File: config.mk
export PLATFORM = sky130hd
export DESIGN_NAME = mem_arbiter
export DESIGN_NICKNAME = d
export VERILOG_FILES = /design/src/rtl/mem_arbiter.sv
export SDC_FILE = /design/constraint.sdc
export NUM_CORES = 1
export LEC_CHECK = 0
export ABC_CLOCK_PERIOD_IN_PS = 5800
export BUFFER_PORTS_ARGS = -buffer_cell sky130_fd_sc_hd__buf_2
export CAP_MARGIN = 10
export CORE_AREA = 5 5 207 209
export DETAILED_ROUTE_END_ITERATION = 12
export DIE_AREA = 0 0 212 214
export GPL_TIMING_DRIVEN = 0
export PLACE_DENSITY_LB_ADDON = 0.25
export SLEW_MARGIN = 10
export SYNTH_ARGS = -nofsm -noshare
export SYNTH_HDL_FRONTEND = slang
export SYNTH_SLANG_ARGS = --single-unit
File: constraint.sdc
create_clock -name clk -period 5.8 [get_ports clk]
set_input_delay 0.58 -clock clk [delete_from_list [all_inputs] [get_ports clk]]
set_output_delay 0.58 -clock clk [all_outputs]
set_load 0.02 [all_outputs]
File: src/rtl/mem_arbiter.sv
// mem_arbiter: IFU/LSU arbiter onto a shared memory port, one transaction outstanding at a time
module mem_arbiter #(
  parameter int AW = 64,
  parameter int DW = 64,
  parameter int STARVE_MAX = 4
) (
  input  logic          clk,
  input  logic          rst,
  input  logic          ifu_req,
  input  logic [AW-1:0] ifu_addr,
  input  logic          ifu_flush,
  output logic          ifu_gnt,
  output logic          ifu_rvalid,
  output logic [DW-1:0] ifu_rdata,
  input  logic          lsu_req,
  input  logic          lsu_wen,
  input  logic [AW-1:0] lsu_addr,
  input  logic [DW-1:0] lsu_wdata,
  input  logic [3:0]    lsu_wlen,
  output logic          lsu_gnt,
  output logic          lsu_rvalid,
  output logic [DW-1:0] lsu_rdata,
  output logic          mem_req,
  output logic          mem_wen,
  output logic [AW-1:0] mem_addr,
  output logic [DW-1:0] mem_wdata,
  output logic [3:0]    mem_wlen,
  input  logic          mem_ready,
  input  logic          mem_rvalid,
  input  logic [DW-1:0] mem_rdata
);
  localparam int SW = $clog2(STARVE_MAX + 1);
  localparam logic [SW-1:0] SMAX = SW'(STARVE_MAX);

  typedef enum logic [1:0] {IDLE, ISSUE, WAIT, RESP} state_t;

  state_t        state_q, state_d;
  logic          owner_q, owner_d;
  logic [SW-1:0] streak_q, streak_d;
  logic          drop_q, drop_d;
  logic          gnt_q, gnt_d;
  logic          wen_q, wen_d;
  logic [AW-1:0] addr_q, addr_d;
  logic [DW-1:0] wdata_q, wdata_d;
  logic [3:0]    wlen_q, wlen_d;
  logic [DW-1:0] rdata_q, rdata_d;
  logic          lsu_win;
  logic          resp;

  assign lsu_win = lsu_req & (~ifu_req | (streak_q != SMAX));
  assign resp = state_q == RESP;

  // Arbitration, payload capture and transaction sequencing; owner_q=1 means LSU
  always_comb begin
    state_d  = state_q;
    owner_d  = owner_q;
    streak_d = streak_q;
    gnt_d    = 1'b0;
    wen_d    = wen_q;
    addr_d   = addr_q;
    wdata_d  = wdata_q;
    wlen_d   = wlen_q;
    rdata_d  = rdata_q;
    case (state_q)
      IDLE: if (ifu_req | lsu_req) begin
        state_d  = ISSUE;
        owner_d  = lsu_win;
        gnt_d    = 1'b1;
        wen_d    = lsu_win & lsu_wen;
        addr_d   = lsu_win ? lsu_addr : ifu_addr;
        wdata_d  = lsu_win ? lsu_wdata : '0;
        wlen_d   = lsu_win ? lsu_wlen : '0;
        streak_d = (lsu_win & ifu_req) ? ((streak_q == SMAX) ? streak_q : streak_q + 1'b1) : '0;
      end
      ISSUE: state_d = mem_ready ? WAIT : ISSUE;
      WAIT: if (mem_rvalid) begin
        state_d = RESP;
        rdata_d = wen_q ? '0 : mem_rdata;
      end
      RESP: state_d = IDLE;
      default: state_d = IDLE;
    endcase
  end

  // A flush during an IFU transaction poisons its response; the flag dies with the transaction
  always_comb begin
    drop_d = (state_q == ISSUE || state_q == WAIT) & (drop_q | (~owner_q & ifu_flush));
  end

  // State and datapath registers; reset abandons any transaction in flight
  always_ff @(posedge clk or posedge rst) begin
    if (rst) begin
      state_q  <= IDLE;
      owner_q  <= 1'b0;
      streak_q <= '0;
      drop_q   <= 1'b0;
      gnt_q    <= 1'b0;
      wen_q    <= 1'b0;
      addr_q   <= '0;
      wdata_q  <= '0;
      wlen_q   <= '0;
      rdata_q  <= '0;
    end else begin
      state_q  <= state_d;
      owner_q  <= owner_d;
      streak_q <= streak_d;
      drop_q   <= drop_d;
      gnt_q    <= gnt_d;
      wen_q    <= wen_d;
      addr_q   <= addr_d;
      wdata_q  <= wdata_d;
      wlen_q   <= wlen_d;
      rdata_q  <= rdata_d;
    end
  end

  assign ifu_gnt    = gnt_q & ~owner_q;
  assign lsu_gnt    = gnt_q & owner_q;
  assign mem_req    = state_q == ISSUE;
  assign mem_wen    = mem_req & wen_q;
  assign mem_addr   = mem_req ? addr_q : '0;
  assign mem_wdata  = mem_req ? wdata_q : '0;
  assign mem_wlen   = mem_req ? wlen_q : '0;
  assign ifu_rvalid = resp & ~owner_q & ~drop_q & ~ifu_flush;
  assign lsu_rvalid = resp & owner_q;
  assign ifu_rdata  = ifu_rvalid ? rdata_q : '0;
  assign lsu_rdata  = lsu_rvalid ? rdata_q : '0;
endmodule

==> reports/results.ini <==
[run_status]
status=finished, final reports clean

[routing]
vias_per_cell=4.71
vias=10700
route.detailed.drc=0
first_iter_violations=501
final_antenna_net_count=0
finalWirelength_um=45000
avgRoutedWirePerCell_um=19.8
drtPass1Iterations=5

[sta]
period_minus_slack_ns=3.75
rsz0062_at_grt=false
drv_slew=0
fin_crit_sh_pct=64.6
worstMarginPinSlew_ns=0.708
setup_violations=0
setup_ws_ns=2.05
fmax_ghz=0.267
slew_headroom_pct=52.8
fin_setup_tns_ns=0
hold_violations=0
finClkSkew_ns=0.0203

[synth]
yosysWarnings=0
syn_nets=1417
synth_ff_type=dfrtp_1
yosysSeqAreaShare_pct=48.9
synth_area_per_cell_um2=9.19
ys_ff_latch=205
synth.cell_area_um2=10500
ys_types=33
synth_cells=1142
ys_async_sr_fraction_pct=100
synth-edff-count=0

[worst_setup_path]
critical_path.cell_chain=inv_1 > ha_1 > clkbuf_1 > clkbuf_1 > clkbuf_1 > and2_1 > buf_2
crit_slowest_cell=clkbuf_1
crit_path_start_kind=flop
path_max_fanout=10
crit_top_cell=clkbuf_1
max_stage_delay_ns=0.59
worstPathRequired_ns=5.22
arrival_ns=3.17
critPathCaptureType=primary output
crit_type=reg -> out

[power]
power.leakage_nw=7.98
vdd_drop_max_mv=0.272
powerDensity_nw_per_um2=510

[clocking]
clock-root-buffer=clkbuf_16
numCtsBuffers=26
cts_hold_buf=1
cts_resized=0
cts_tree=built
clk_latency_ns=0.54
path_clk_slew_ns=0.06
cts_setup_buffers=0
ctsHtreeMaxLevel=1
clock-sinks=205
clock_path_buffers=3

[global_route]
grt_max_degree=36
grt_overflow=0
grt_pass1_vias=11200
grt_usage_pct=18.8
antenna_found_initial=20
grt_pass1_wl_um=67600

[die]
design.die.area_um2=45400
pin_count=534
core_area_um2=40600
fp.dieH_um=214
dieWidth_um=212
start_util_pct=25.8
core.rowCount=74

[placed_design]
gp_routability_congestion=0.898
port_buffers=531
dpl.hpwl_um=36300
placed_cells=2212
dp_slack_ns=2.48

[flow_run]
maxCapViolCount=0

[cells_and_area]
nNetsFinal=1984
syn2layout_area_growth_pct=42.1
layout-drive-gt1-share_pct=36.1
final_util_pct=36.7
fill_cells=4317
final_cell_count_no_fill=2268

[min_path]
min_path_type=in -> reg

-- cells in the mapped netlist (all sizes together), types with 7 or more instances --
| master | n | share of area (%) |
|---|---|---|
| dfrtp | 205 | 49 |
| and2 | 200 | 12 |
| nand2 | 195 | 7.0 |
| clkbuf | 80 | 2.9 |
| a22o | 69 | 5.8 |
| nand2b | 66 | 3.9 |
| and3 | 65 | 3.9 |
| o21ai | 65 | 3.2 |
| nand4 | 64 | 3.8 |
| o211ai | 64 | 4.6 |
| buf | 37 | 1.7 |
| ha | 7 | 0.83 |
| inv | 7 | 0.25 |
-- layer usage --
layer	track usage (%)	part of all wire [%]
met5	0	0.32
met4	4.70	2.3
met3	6.44	9.7
met2	33.3	50
met1	21.6	38
-- cell type report --
class	count	area (um^2)	area share [%]
flip-flops and latches	205	5130	34.4
multi-input cells	813	4850	32.5
repair buffers	539	2810	18.8
clock buffers	37	763	5.12
well taps	532	666	4.46
plain buffers	117	490	3.29
clock inverters	11	163	1.09
inverters	7	30.0	0.201
diodes	7	17.5	0.117
-- logic make-up (layout without fill, tap and decap cells) --
| kind of cell | after synthesis | after routing | share of synthesized area, % |
|---|---|---|---|
| buffers and inverters | 124 | 711 | 4.92 |
| adders and majority gates | 7 | 7 | 0.835 |
| muxes | 1 | 1 | 0.0954 |
| DFF | 205 | 205 | 48.9 |
| and+or+nand+nor | 598 | 598 | 31.0 |
| AOI/OAI and AO/OA | 207 | 207 | 14.3 |
| other | 0 | 7 | 0 |
-- through the flow --
stage          power (mW)  cell area [um^2]  hold slack [ns]
2_1_floorplan        4.58             10500            0.455
3_3_place_gp         5.86             13800            0.471
3_5_place_dp         5.90             14000            0.477
4_1_cts              7.71             14900            0.214
5_1_grt              8.14             14900            0.231
6_report             7.60             14900            0.255
-- cell usage in the layout (no fill, tap or decap), types with 2 or more instances in the layout --
| cell | netlist | final |
|---|---|---|
| inv_1 | 6 | 5 |
| clkbuf_2 | 7 | 7 |
| buf_1 | 5 | 5 |
| nor2b_1 | 3 | 3 |
| diode_2 | 0 | 7 |
| bufinv_16 | 0 | 4 |
| dfrtp_1 | 205 | 205 |
| o211ai_1 | 64 | 64 |
| o21ai_0 | 64 | 64 |
| clkbuf_16 | 0 | 27 |
| buf_2 | 31 | 562 |
| nand2b_1 | 66 | 66 |
| clkbuf_8 | 0 | 5 |
| inv_6 | 0 | 2 |
| buf_12 | 0 | 7 |
| ha_1 | 7 | 7 |
| nand2_1 | 195 | 195 |
| nor2_1 | 2 | 2 |
| and2_1 | 200 | 200 |
| clkinv_2 | 0 | 5 |
| nand4_1 | 64 | 64 |
| and3_1 | 65 | 65 |
| clkbuf_1 | 73 | 78 |
| a22o_1 | 69 | 69 |
-- final timing paths --
path                                    from  cells past startpoint  slack [ns]           to
min in group asynchronous                rst                      3        0.55  wdata_q[29]
worst min register to register    addr_q[56]                      2        0.49   addr_q[56]
worst max register to register    state_q[0]                      8        3.66    addr_q[2]
worst max-delay path                    flop                      7        2.05  mem_wlen[0]
worst min-delay path            lsu_wdata[0]                      2        0.26   wdata_q[0]
max in group asynchronous                rst                      6        4.32   addr_q[32]
-- worst max-delay path, delay by kind of cell (launching register included) --
family / cells / cell delay (ns)
buf+inv: 5 / 1.81
flops: 1 / 0.40
simple gates: 1 / 0.22
fa+ha+maj: 1 / 0.20
-- state kept, by name, summed over array words and instances, names as in the netlist, named ones only --
name / cells
addr_q: 64
rdata_q: 64
state_q: 1
gnt_q: 1
wen_q: 1
wdata_q: 64
streak_q: 3
drop_q: 1
wlen_q: 4
owner_q: 1
-- where the power goes --
| group | total, mW | internal (mW) | leakage [nW] | switching (mW) |
|---|---|---|---|---|
| sequential | 2.49 | 2.08 | 2.59 | 0.404 |
| clock | 1.76 | 1.09 | 0.460 | 0.668 |
| combinational | 3.35 | 1.24 | 4.93 | 2.11 |
| total | 7.60 | 4.42 | 7.98 | 3.18 |
(Power assumes the default switching activity.)
